--- src/rtl/ledwalk_pkg.sv ---
// ledwalk_pkg: command/mode/state encodings and index-width helper for the LED walker.
package ledwalk_pkg;
   typedef enum logic [1:0] {OP_STOP, OP_START, OP_SET_DIV, OP_SET_MODE} op_e;
   typedef enum logic [1:0] {M_BOUNCE, M_WRAP_UP, M_WRAP_DOWN} mode_e;
   typedef enum logic {S_IDLE, S_RUN} state_e;
   function automatic int iw(input int n);
      return n < 2 ? 1 : $clog2(n);
   endfunction
   function automatic mode_e to_mode(input logic [1:0] c);
      return c == 2'd3 ? M_BOUNCE : mode_e'(c);
   endfunction
endpackage

--- src/rtl/ledwalk_if.sv ---
// ledwalk_if: valid/ready command port of the LED walker.
interface ledwalk_if #(parameter int DIVW = 24);
   logic            i_cmd_valid;
   logic            o_cmd_ready;
   logic [1:0]      i_cmd_op;
   logic [DIVW-1:0] i_cmd_data;
   modport master (output i_cmd_valid, i_cmd_op, i_cmd_data, input o_cmd_ready);
   modport slave (input i_cmd_valid, i_cmd_op, i_cmd_data, output o_cmd_ready);
endinterface

--- src/rtl/ledwalk_decode.sv ---
// ledwalk_decode: registers the LED bus from the next index; LEDWALK_CTRL_TRAIL_EN adds a
// second lit LED at the previous position.
module ledwalk_decode
   import ledwalk_pkg::*;
#(
   parameter int NLEDS = 8,
   localparam int IW = iw(NLEDS)
) (
   input  logic             i_clk,
   input  logic             i_reset,
   input  logic [IW-1:0]    i_idx_nxt,
`ifdef LEDWALK_CTRL_TRAIL_EN
   input  logic [IW-1:0]    i_idx,
   input  logic             i_step,
   input  logic             i_clr,
`endif
   output logic [NLEDS-1:0] o_led
);
`ifdef LEDWALK_CTRL_TRAIL_EN
   logic [IW-1:0]    prev_q, prev_d;
   logic             tv_q, tv_d;
   logic [NLEDS-1:0] led_d;
   always_comb begin
      prev_d = i_step ? i_idx : prev_q;
      tv_d   = i_clr ? 1'b0 : (i_step || tv_q);
      led_d  = (NLEDS'(1) << i_idx_nxt) | (tv_d ? NLEDS'(1) << prev_d : '0);
   end
   always_ff @(posedge i_clk) begin
      if (i_reset) begin
         prev_q <= '0;
         tv_q   <= 1'b0;
         o_led  <= NLEDS'(1);
      end else begin
         prev_q <= prev_d;
         tv_q   <= tv_d;
         o_led  <= led_d;
      end
   end
`else
   always_ff @(posedge i_clk) o_led <= i_reset ? NLEDS'(1) : NLEDS'(1) << i_idx_nxt;
`endif
endmodule

--- src/rtl/ledwalk_ctrl.sv ---
// ledwalk_ctrl: walking-LED sequencer with run/stop/speed/mode commands over valid/ready.
// Optional LEDWALK_CTRL_TRAIL_EN lights the previous position as a two-hot trail.
module ledwalk_ctrl
   import ledwalk_pkg::*;
#(
   parameter int NLEDS       = 8,
   parameter int DIVW        = 24,
   parameter int DEFAULT_DIV = 1000000,
   localparam int IW = iw(NLEDS)
) (
   input  logic             i_clk,
   input  logic             i_reset,
   ledwalk_if.slave         cmd,
   output logic [NLEDS-1:0] o_led,
   output logic [IW-1:0]    o_index,
   output logic             o_dir,
   output logic             o_stb,
   output logic             o_running
);
   localparam logic [IW-1:0] TOP = IW'(NLEDS - 1);
   state_e          state_q, state_d;
   mode_e           mode_q, mode_d, pmode_q, pmode_d, mode_use, new_mode;
   logic [IW-1:0]   idx_q, idx_d, nidx;
   logic            dir_q, dir_d, ndir, stb_q, pend_q, pend_d, rdy_q, rdy_d;
   logic [DIVW-1:0] div_q, div_d, cnt_q, cnt_d;
   logic            acc, run, stop, start, setdiv, setmode, step, apply, up;
   always_comb begin
      acc      = cmd.i_cmd_valid && rdy_q;
      run      = state_q == S_RUN;
      stop     = acc && cmd.i_cmd_op == OP_STOP;
      start    = acc && cmd.i_cmd_op == OP_START;
      setdiv   = acc && cmd.i_cmd_op == OP_SET_DIV;
      setmode  = acc && cmd.i_cmd_op == OP_SET_MODE;
      new_mode = to_mode(cmd.i_cmd_data[1:0]);
      step     = run && !stop && (div_q == '0 || cnt_q == div_q - 1'b1);
      apply    = pend_q && (step || stop);
      // a pending mode takes effect on the very step that applies it
      mode_use = pend_q ? pmode_q : mode_q;
      up       = mode_use == M_WRAP_UP ||
                 (mode_use == M_BOUNCE && (dir_q ? idx_q == '0 : idx_q != TOP));
      nidx     = up ? (idx_q == TOP ? '0 : idx_q + 1'b1) : (idx_q == '0 ? TOP : idx_q - 1'b1);
      ndir     = mode_use == M_WRAP_UP ? 1'b0 : mode_use == M_WRAP_DOWN ? 1'b1 :
                 up ? nidx == TOP : nidx != '0;
      state_d  = start ? S_RUN : stop ? S_IDLE : state_q;
      cnt_d    = (setdiv || step || (start && !run)) ? '0 : run ? cnt_q + 1'b1 : cnt_q;
      div_d    = setdiv ? cmd.i_cmd_data : div_q;
      mode_d   = (setmode && !run) ? new_mode : apply ? pmode_q : mode_q;
      pmode_d  = (setmode && run) ? new_mode : pmode_q;
      pend_d   = (setmode && run) || (pend_q && !apply);
      idx_d    = step ? nidx : idx_q;
      dir_d    = step ? ndir : dir_q;
      rdy_d    = !pend_d;
   end
   always_ff @(posedge i_clk) begin
      if (i_reset) begin
         state_q <= S_IDLE;
         mode_q  <= M_BOUNCE;
         pmode_q <= M_BOUNCE;
         idx_q   <= '0;
         dir_q   <= 1'b0;
         stb_q   <= 1'b0;
         pend_q  <= 1'b0;
         rdy_q   <= 1'b0;
         div_q   <= DIVW'(DEFAULT_DIV);
         cnt_q   <= '0;
      end else begin
         state_q <= state_d;
         mode_q  <= mode_d;
         pmode_q <= pmode_d;
         idx_q   <= idx_d;
         dir_q   <= dir_d;
         stb_q   <= step;
         pend_q  <= pend_d;
         rdy_q   <= rdy_d;
         div_q   <= div_d;
         cnt_q   <= cnt_d;
      end
   end
   assign cmd.o_cmd_ready = rdy_q;
   assign o_index         = idx_q;
   assign o_dir           = dir_q;
   assign o_stb           = stb_q;
   assign o_running       = run;
   ledwalk_decode #(.NLEDS(NLEDS)) u_decode (
      .i_clk     (i_clk),
      .i_reset   (i_reset),
      .i_idx_nxt (idx_d),
`ifdef LEDWALK_CTRL_TRAIL_EN
      .i_idx     (idx_q),
      .i_step    (step),
      .i_clr     (start || (setmode && !run) || apply),
`endif
      .o_led     (o_led)
   );
   a_index: assert property (@(posedge i_clk) disable iff (i_reset) 32'(o_index) < NLEDS);
`ifndef LEDWALK_CTRL_TRAIL_EN
   a_onehot: assert property (@(posedge i_clk) disable iff (i_reset) $onehot(o_led));
`endif
endmodule
--- src/flat_wrapper.sv ---
// flat-port wrapper written by rule: the top's interface ports become plain ports
module ledwalk_ctrl_flat import ledwalk_pkg::*;
#(
   parameter int NLEDS       = 8,
   parameter int DIVW        = 24,
   parameter int DEFAULT_DIV = 1000000,
   localparam int IW = iw(NLEDS)
)
  (i_clk, i_reset, o_led, o_index, o_dir, o_stb, o_running, cmd_i_cmd_valid, cmd_i_cmd_op, cmd_i_cmd_data, cmd_o_cmd_ready);
  ledwalk_if #(.DIVW(DIVW)) cmd_i ();
  input  logic i_clk;
  input  logic i_reset;
  output logic [NLEDS-1:0] o_led;
  output logic [IW-1:0] o_index;
  output logic o_dir;
  output logic o_stb;
  output logic o_running;
  input wire logic [$bits(cmd_i.i_cmd_valid)-1:0] cmd_i_cmd_valid;
  input wire logic [$bits(cmd_i.i_cmd_op)-1:0] cmd_i_cmd_op;
  input wire logic [$bits(cmd_i.i_cmd_data)-1:0] cmd_i_cmd_data;
  output wire logic [$bits(cmd_i.o_cmd_ready)-1:0] cmd_o_cmd_ready;
  assign cmd_i.i_cmd_valid = cmd_i_cmd_valid;
  assign cmd_i.i_cmd_op = cmd_i_cmd_op;
  assign cmd_i.i_cmd_data = cmd_i_cmd_data;
  assign cmd_o_cmd_ready = cmd_i.o_cmd_ready;
  ledwalk_ctrl #(.NLEDS(NLEDS), .DIVW(DIVW), .DEFAULT_DIV(DEFAULT_DIV)) u_core (.i_clk(i_clk), .i_reset(i_reset), .cmd(cmd_i), .o_led(o_led), .o_index(o_index), .o_dir(o_dir), .o_stb(o_stb), .o_running(o_running));
endmodule
--- config.mk ---
export PLATFORM = sky130hd
export DESIGN_NAME = ledwalk_ctrl_flat
export DESIGN_NICKNAME = d
export VERILOG_FILES = /design/src/rtl/ledwalk_pkg.sv /design/src/rtl/ledwalk_if.sv /design/src/rtl/ledwalk_decode.sv /design/src/rtl/ledwalk_ctrl.sv /design/src/flat_wrapper.sv
export SDC_FILE = /design/constraint.sdc
export NUM_CORES = 1
export LEC_CHECK = 0
export ABC_AREA = 1
export CAP_MARGIN = 20
export CORE_MARGIN = 5
export CORE_UTILIZATION = 26
export CTS_CLUSTER_SIZE = 40
export DETAILED_ROUTE_END_ITERATION = 16
export SLEW_MARGIN = 30
export SYNTH_ARGS = -nofsm -noshare
export SYNTH_HDL_FRONTEND = slang
export SYNTH_SLANG_ARGS = --single-unit
--- constraint.sdc ---
create_clock -name i_clk -period 4.3 [get_ports i_clk]
set_input_delay 1.29 -clock i_clk [delete_from_list [all_inputs] [get_ports i_clk]]
set_output_delay 1.29 -clock i_clk [all_outputs]
set_load 0.01 [all_outputs]
==> metrics.yaml, run 1 <==
synth:
  synth_edf_count: 0
  yosysSeqAreaShare: 0.340
  ys_types: 41
  synthesis.area_um2: 4000
  yosysTopAreaCell: "dfxtp_1"
  syn_nets: 641
  synthDominantCellAreaShare: 0.340
  ys.flop_type: "dfxtp_1"
  synth_area_leaders: "dfxtp_1 (34%), nand2_1 (13%), nor2_1 (9.2%)"
  syn_avg_cell_area_um2: 6.60
  ys_ff_latch: 68
  async_flop_share: 0
  yosysWarnings: 0
  syn_inst: 606
  ys_top_cells_by_count: "nand2_1 (143), nor2_1 (98), inv_1 (77)"
  synth.most_common_cell: "nand2_1"
sta:
  min_period_ns: 2.87
  final-setup-viol-count: 0
  tightest_slew_ns: 0.783
  slew_viol_final: 0
  rsz0062_at_grt: "false"
  clock_skew_ns: 0.00638
  slew_headroom: 0.478
  period_share: 0.668
  holdWs_ns: 0.500
  final.setup.tns_ns: 0
  hold_viol: 0
  fmax_mhz: 348
  setup_slack_ns: 1.43
layout:
  num-nets-final: 688
  stdcell_area_um2: 4920
  antenna_cells: 0
  fillers: 1606
  area_delta_synth_final_pct: 23.1
  final_layout_size_suffix_gt1_frac: 0.0912
min_path:
  min_from: "u_core.div_q[15]$_SDFFE_PP0P_"
  hp-class: "flip-flop to flip-flop"
  whs_endpoint: "u_core.div_q[15]$_SDFFE_PP0P_"
  min_path_cells: 2
global_routing:
  grt.total_usage: 0.121
  grt_pass1_vias: 3737
  antenna_found_initial: 0
  grt_pass1_wl_mm: 17.7
  overflow: 0
  grt_max_degree: 33
routing:
  ant_nets: 0
  wl_per_cell_um: 12.2
  avgViaCountPerCell: 4.39
  drt_iter0_markers: 118
  routed_wl_mm: 10.3
  route.vias.total: 3718
  drc: 0
  dr.pass1.iters: 4
worst_setup_path:
  cp-start-kind: "primary input"
  arrival_ns: 3.11
  r2r_cells: 16
  critical_path_class: "primary input to flip-flop"
  critical_path_required_ns: 4.54
  end_kind: "flip-flop"
  rr_startpoint: "u_core.div_q[0]$_SDFFE_PP0P_"
  reg2reg_slack_ns: 1.63
  reg2reg_to: "u_core.cnt_q[14]$_SDFFE_PP0P_"
  crit_fanout: 24
  cp-startpoint: "cmd_i_cmd_op[0]"
placed_design:
  dp_hpwl_mm: 8.16
  post_dp_cell_area_um2: 4640
  post-place-ws_ns: 1.08
  portBuffers: 43
  place_congestion: 0.873
floorplan:
  die_area_um2: 18000
  die_h_um: 134
  die_width_um: 134
  core_area_um2: 15100
  top_level_ports: 44
  initial_core_util: 0.264
  num_rows: 45
pwr:
  p_leak_uw: 0.00198
  powerDensity_nw_per_um2: 301
  ir_drop_mv: 0.210
clock_network:
  cts_tree: "yes"
  clockRootBuffer: "clkbuf_16"
  hold_buffers: 0
  cts_made_buffers: 9
  cts_resized: 0
  clk_path_buf_depth: 2
  h-tree-depth: 3
  clk_latency_ns: 0.33
  clk_pin_slew_ns: 0.05
  cts_setup_buffers: 0
  numClockSinks: 68
run:
  maxCapViolations: 0
run_status:
  status: "completed"
-- cells by family after synthesis --
family / synth area share
buffers and inverters: 0.0929
adder cells (fa/ha/maj): 0.0188
AND/OR/NAND/NOR: 0.370
XOR/XNOR: 0.0679
flip-flops: 0.340
AO/OA/AOI/OAI: 0.110
-- area by class of cell --
class | instances | area, µm² | area share
timing repair buffer | 46 | 453 | 0.0920
clock inverter | 1 | 5.00 | 0.00102
multi-input combinational | 443 | 2270 | 0.461
clock buffer | 15 | 278 | 0.0564
sequential | 68 | 1360 | 0.277
inverter | 85 | 319 | 0.0648
tap | 188 | 235 | 0.0478
-- per-layer routing --
metal,vias to the layer above,wire length (µm),share of wire,GRT usage
met5,-,0,0,0
met4,0,334,0.032,0.0583
met3,21,499,0.049,0.0315
met2,65,4580,0.44,0.198
met1,1629,4870,0.47,0.149
li1,2003,-,-,-
-- flip-flops by register name, indices dropped and copies added, names as in the netlist --
| name | cells |
|---|---|
| u_core.cmd.o_cmd_ready | 1 |
| u_core.cnt_q | 24 |
| u_core.div_q | 24 |
| u_core.mode_q | 2 |
| u_core.o_dir | 1 |
| u_core.o_index | 3 |
| u_core.o_running | 1 |
| u_core.o_stb | 1 |
| u_core.pend_q | 1 |
| u_core.pmode_q | 2 |
| u_core.u_decode.o_led | 8 |
-- power by group --
group | total, µW | switching, µW | internal [µW]
Sequential | 653 | 12.3 | 641
Combinational | 135 | 78.6 | 56.9
Clock | 692 | 255 | 437
-- critical path, stage by stage --
cell             delay, ns
clkdlybuf4s50_1       0.54
nor3_2                0.06
buf_4                 0.19
inv_1                 0.29
o2111ai_4             0.47
nor3_1                0.26
-- placed cells by master (no fill, tap or decap), types with 2 or more instances in the layout --
master | synthesis | routed
clkbuf_1 | 7 | 3
nor2_1 | 98 | 98
ha_1 | 6 | 6
a211oi_1 | 2 | 2
nand4_1 | 8 | 8
a21oi_1 | 20 | 20
a21oi_2 | 5 | 5
nor3_1 | 13 | 12
xor2_1 | 21 | 21
clkbuf_8 | 0 | 3
inv_1 | 77 | 77
inv_2 | 7 | 7
nand2_2 | 10 | 10
nor3_2 | 1 | 2
clkdlybuf4s50_1 | 0 | 43
nor2_2 | 9 | 9
nand2_1 | 143 | 143
nand3b_1 | 3 | 3
clkbuf_16 | 0 | 9
o21bai_1 | 3 | 3
buf_4 | 2 | 3
o21ai_1 | 4 | 4
o211ai_1 | 6 | 6
dfxtp_1 | 68 | 68
xnor2_1 | 10 | 10
o21ai_0 | 29 | 29
nor2_4 | 2 | 2
nand3_1 | 35 | 35
nand2_4 | 2 | 2
-- through the flow --
step                      cells  power [µW]   util
after global routing        846        1540  0.325
after detailed placement    830         803  0.306
after CTS                   846        1500  0.325
after global placement      830         802  0.306
final                       846        1480  0.325
after floorplan             606         748      -
-- worst max-delay path by stage --
stage	to	slack [ns]
6_report	u_core.cnt_q[14]$_SDFFE_PP0P_	1.43
3_5_place_dp	u_core.cnt_q[17]$_SDFFE_PP0P_	1.08
4_1_cts	u_core.cnt_q[17]$_SDFFE_PP0P_	1.42
2_1_floorplan	u_core.div_q[10]$_SDFFE_PP0P_	1.83
5_1_grt	u_core.cnt_q[14]$_SDFFE_PP0P_	1.19
3_3_place_gp	u_core.cnt_q[11]$_SDFFE_PP0P_	1.14
No activity file was read; power rests on OpenSTA's default activity.
==> inputs of run 2 (changes only) <==
==> constraint.sdc (replaced) <==
create_clock -name i_clk -period 2.9 [get_ports i_clk]
set_input_delay 0.87 -clock i_clk [delete_from_list [all_inputs] [get_ports i_clk]]
set_output_delay 0.87 -clock i_clk [all_outputs]
set_load 0.01 [all_outputs]
==> metrics.yaml, run 2 (same netlist as run 1, synthesis figures left out) <==
run_status:
  status: "completed"  # unchanged
worst_setup_path:
  r2r_cells: 17  # was 16
  critical_path_required_ns: 3.11  # was 4.54 ns
  crit_fanout: 10  # was 24
  cp-start-kind: "flip-flop"  # was primary input
  end_kind: "flip-flop"  # unchanged
  arrival_ns: 2.68  # was 3.11 ns
  critical_path_class: "flip-flop to flip-flop"  # was primary input to flip-flop
pwr:
  sequentialPowerShare: 0.444  # was 0.441
  p_leak_uw: 0.00199  # was 0.00198 µW
  clkPwrFrac: 0.462  # was 0.467
  internal_power_uw: 1640  # was 1140 µW
  powerDensity_nw_per_um2: 439  # was 301 nW/µm²
  p_comb_frac: 0.094  # was 0.091
  swShare: 0.247  # was 0.234
  switchingPower_uw: 538  # was 346 µW
  total_power_uw: 2180  # was 1480 µW
  ir_drop_mv: 0.348  # was 0.210 mV
clock_network:
  clk_path_buf_depth: 2  # unchanged
  numClockSinks: 68  # unchanged
  clk_pin_slew_ns: 0.06  # was 0.05 ns
  clockRootBuffer: "clkbuf_16"  # unchanged
  cts_setup_buffers: 0  # unchanged
  cts_made_buffers: 9  # unchanged
  hold_buffers: 0  # unchanged
  h-tree-depth: 3  # unchanged
  cts_resized: 0  # unchanged
  cts_tree: "yes"  # unchanged
  clk_latency_ns: 0.33  # about the same
routing:
  wl_met1_mm: 4.81  # was 4.87 mm
  avgViaCountPerCell: 4.41  # was 4.39
  wl_met3_um: 527  # was 499 µm
  top_layer_used: "met4"  # unchanged
  wl_met2_mm: 4.68  # was 4.58 mm
  route.vias.total: 3742  # was 3718
  routed_wl_mm: 10.2  # was 10.3 mm
  ant_nets: 0  # unchanged
  drt_iter0_markers: 199  # was 118
  dr.pass1.iters: 4  # unchanged
  drc: 0  # unchanged
  wl_per_cell_um: 12.1  # was 12.2 µm
placed_design:
  portBuffers: 43  # unchanged
  dp_hpwl_mm: 8.08  # was 8.16 mm
  placed_cells: 833  # was 830
  place_congestion: 0.914  # was 0.873
sta:
  final.setup.tns_ns: 0  # unchanged
  min_period_ns: 2.47
  rsz0062_at_grt: "false"  # unchanged
  hold_viol: 0  # unchanged
  slew_viol_final: 0  # unchanged
  period_share: 0.851
  slew_headroom: 0.714  # was 0.478
  final-setup-viol-count: 0  # unchanged
  holdWs_ns: 0.508  # was 0.500 ns
  fmax_mhz: 405
  tightest_slew_ns: 0.427  # was 0.783 ns
  clock_skew_ns: 0.0103  # was 0.00638 ns
layout:
  antenna_cells: 0  # unchanged
  final_cell_mix: "nand2_1 (143), nor2_1 (98), inv_1 (77), dfxtp_1 (68), clkdlybuf4s50_1 (43)"  # unchanged
  fillers: 1603  # was 1606
  num-nets-final: 691  # was 688
  final_layout_size_suffix_gt1_frac: 0.0998  # was 0.0912
  area_delta_synth_final_pct: 23.9  # was 23.1%
  largest_registers: "u_core.cnt_q x24, u_core.div_q x24, u_core.u_decode.o_led x8"  # unchanged
  final_cells: 849  # was 846
  final_common_cell: "nand2_1"  # unchanged
global_routing:
  grt_pass1_wl_mm: 17.8  # was 17.7 mm
  grt_pass1_vias: 3791  # was 3737
  grt.total_usage: 0.122  # was 0.121
  antenna_found_initial: 0  # unchanged
  grt_max_degree: 33  # unchanged
  overflow: 0  # unchanged
floorplan:
  top_level_ports: 44  # unchanged
  num_rows: 45  # unchanged
  die_area_um2: 18000  # unchanged
  core_area_um2: 15100  # unchanged
  die_h_um: 134  # unchanged
  die_width_um: 134  # unchanged
  initial_core_util: 0.264  # unchanged
min_path:
  hp-class: "flip-flop to flip-flop"  # unchanged
  min_path_cells: 2  # unchanged
run:
  maxCapViolations: 0  # unchanged
-- run 2: cell types whose count changed in the layout (fill, tap and decap cells not counted), sizes merged --
cell,change
clkbuf,-5
clkinv,+4
buf,+3
clkinvlp,+1
-- run 2: layer usage --
| layer | vias up | track usage |
|---|---|---|
| met1 | 1649 | 0.150 |
| met4 | 0 | 0.0486 |
| met2 | 68 | 0.207 |
| li1 | 2010 | - |
| met3 | 15 | 0.0300 |
| met5 | - | 0 |
-- run 2: power by group through the flow --
stage | Clock, µW | Sequential (µW) | Combinational, µW
after floorplan | 0 | 983 | 126
after global placement | 0 | 987 | 206
after detailed placement | 0 | 987 | 206
after CTS | 1030 | 967 | 207
after global routing | 1080 | 969 | 232
final | 1000 | 967 | 205
-- run 2: per-stage QoR --
stage           util  cell area, µm²  setup slack, ns
2_1_floorplan      -            4000            0.813
3_3_place_gp   0.309            4670            0.393
3_5_place_dp   0.309            4670            0.358
4_1_cts        0.327            4950            0.432
5_1_grt        0.327            4950            0.210
6_report       0.327            4950            0.433
-- run 2: final cells by class --
type                            count  area (µm²)  share of cell area
Inverter                           85         319              0.0644
Clock inverter                      6        40.0             0.00808
Multi-Input combinational cell    443        2270               0.458
Clock buffer                       10         239              0.0482
Tap cell                          188         235              0.0475
Sequential cell                    68        1360               0.275
Timing Repair Buffer               49         488              0.0985
-- run 2: worst max-delay path, cell delays in order (launching register included) --
cell	delay, ns
dfxtp_1	0.30
inv_1	0.13
ha_1	0.27
nand2_4	0.12
nor2_8	0.18
nand3_1	0.11
nand2_1	0.11
nand2_1	0.06
nand2_1	0.06
nand2_1	0.05
inv_1	0.04
nand2_1	0.06
nor2_1	0.14
nand2_1	0.08
nand2_2	0.09
nand2_4	0.11
o211ai_1	0.33
nor2_1	0.10
-- run 2: worst paths after layout --
path / startpoint / slack (ns) / to
setup / recovery: u_core.div_q[0]$_SDFFE_PP0P_ / 0.43 / u_core.u_decode.o_led[3]$_SDFF_PP0_
setup reg to reg: u_core.div_q[0]$_SDFFE_PP0P_ / 0.43 / u_core.u_decode.o_led[3]$_SDFF_PP0_
hold reg to reg: u_core.cnt_q[0]$_SDFFE_PP0P_ / 0.51 / u_core.cnt_q[0]$_SDFFE_PP0P_
hold / removal: u_core.cnt_q[0]$_SDFFE_PP0P_ / 0.51 / u_core.cnt_q[0]$_SDFFE_PP0P_
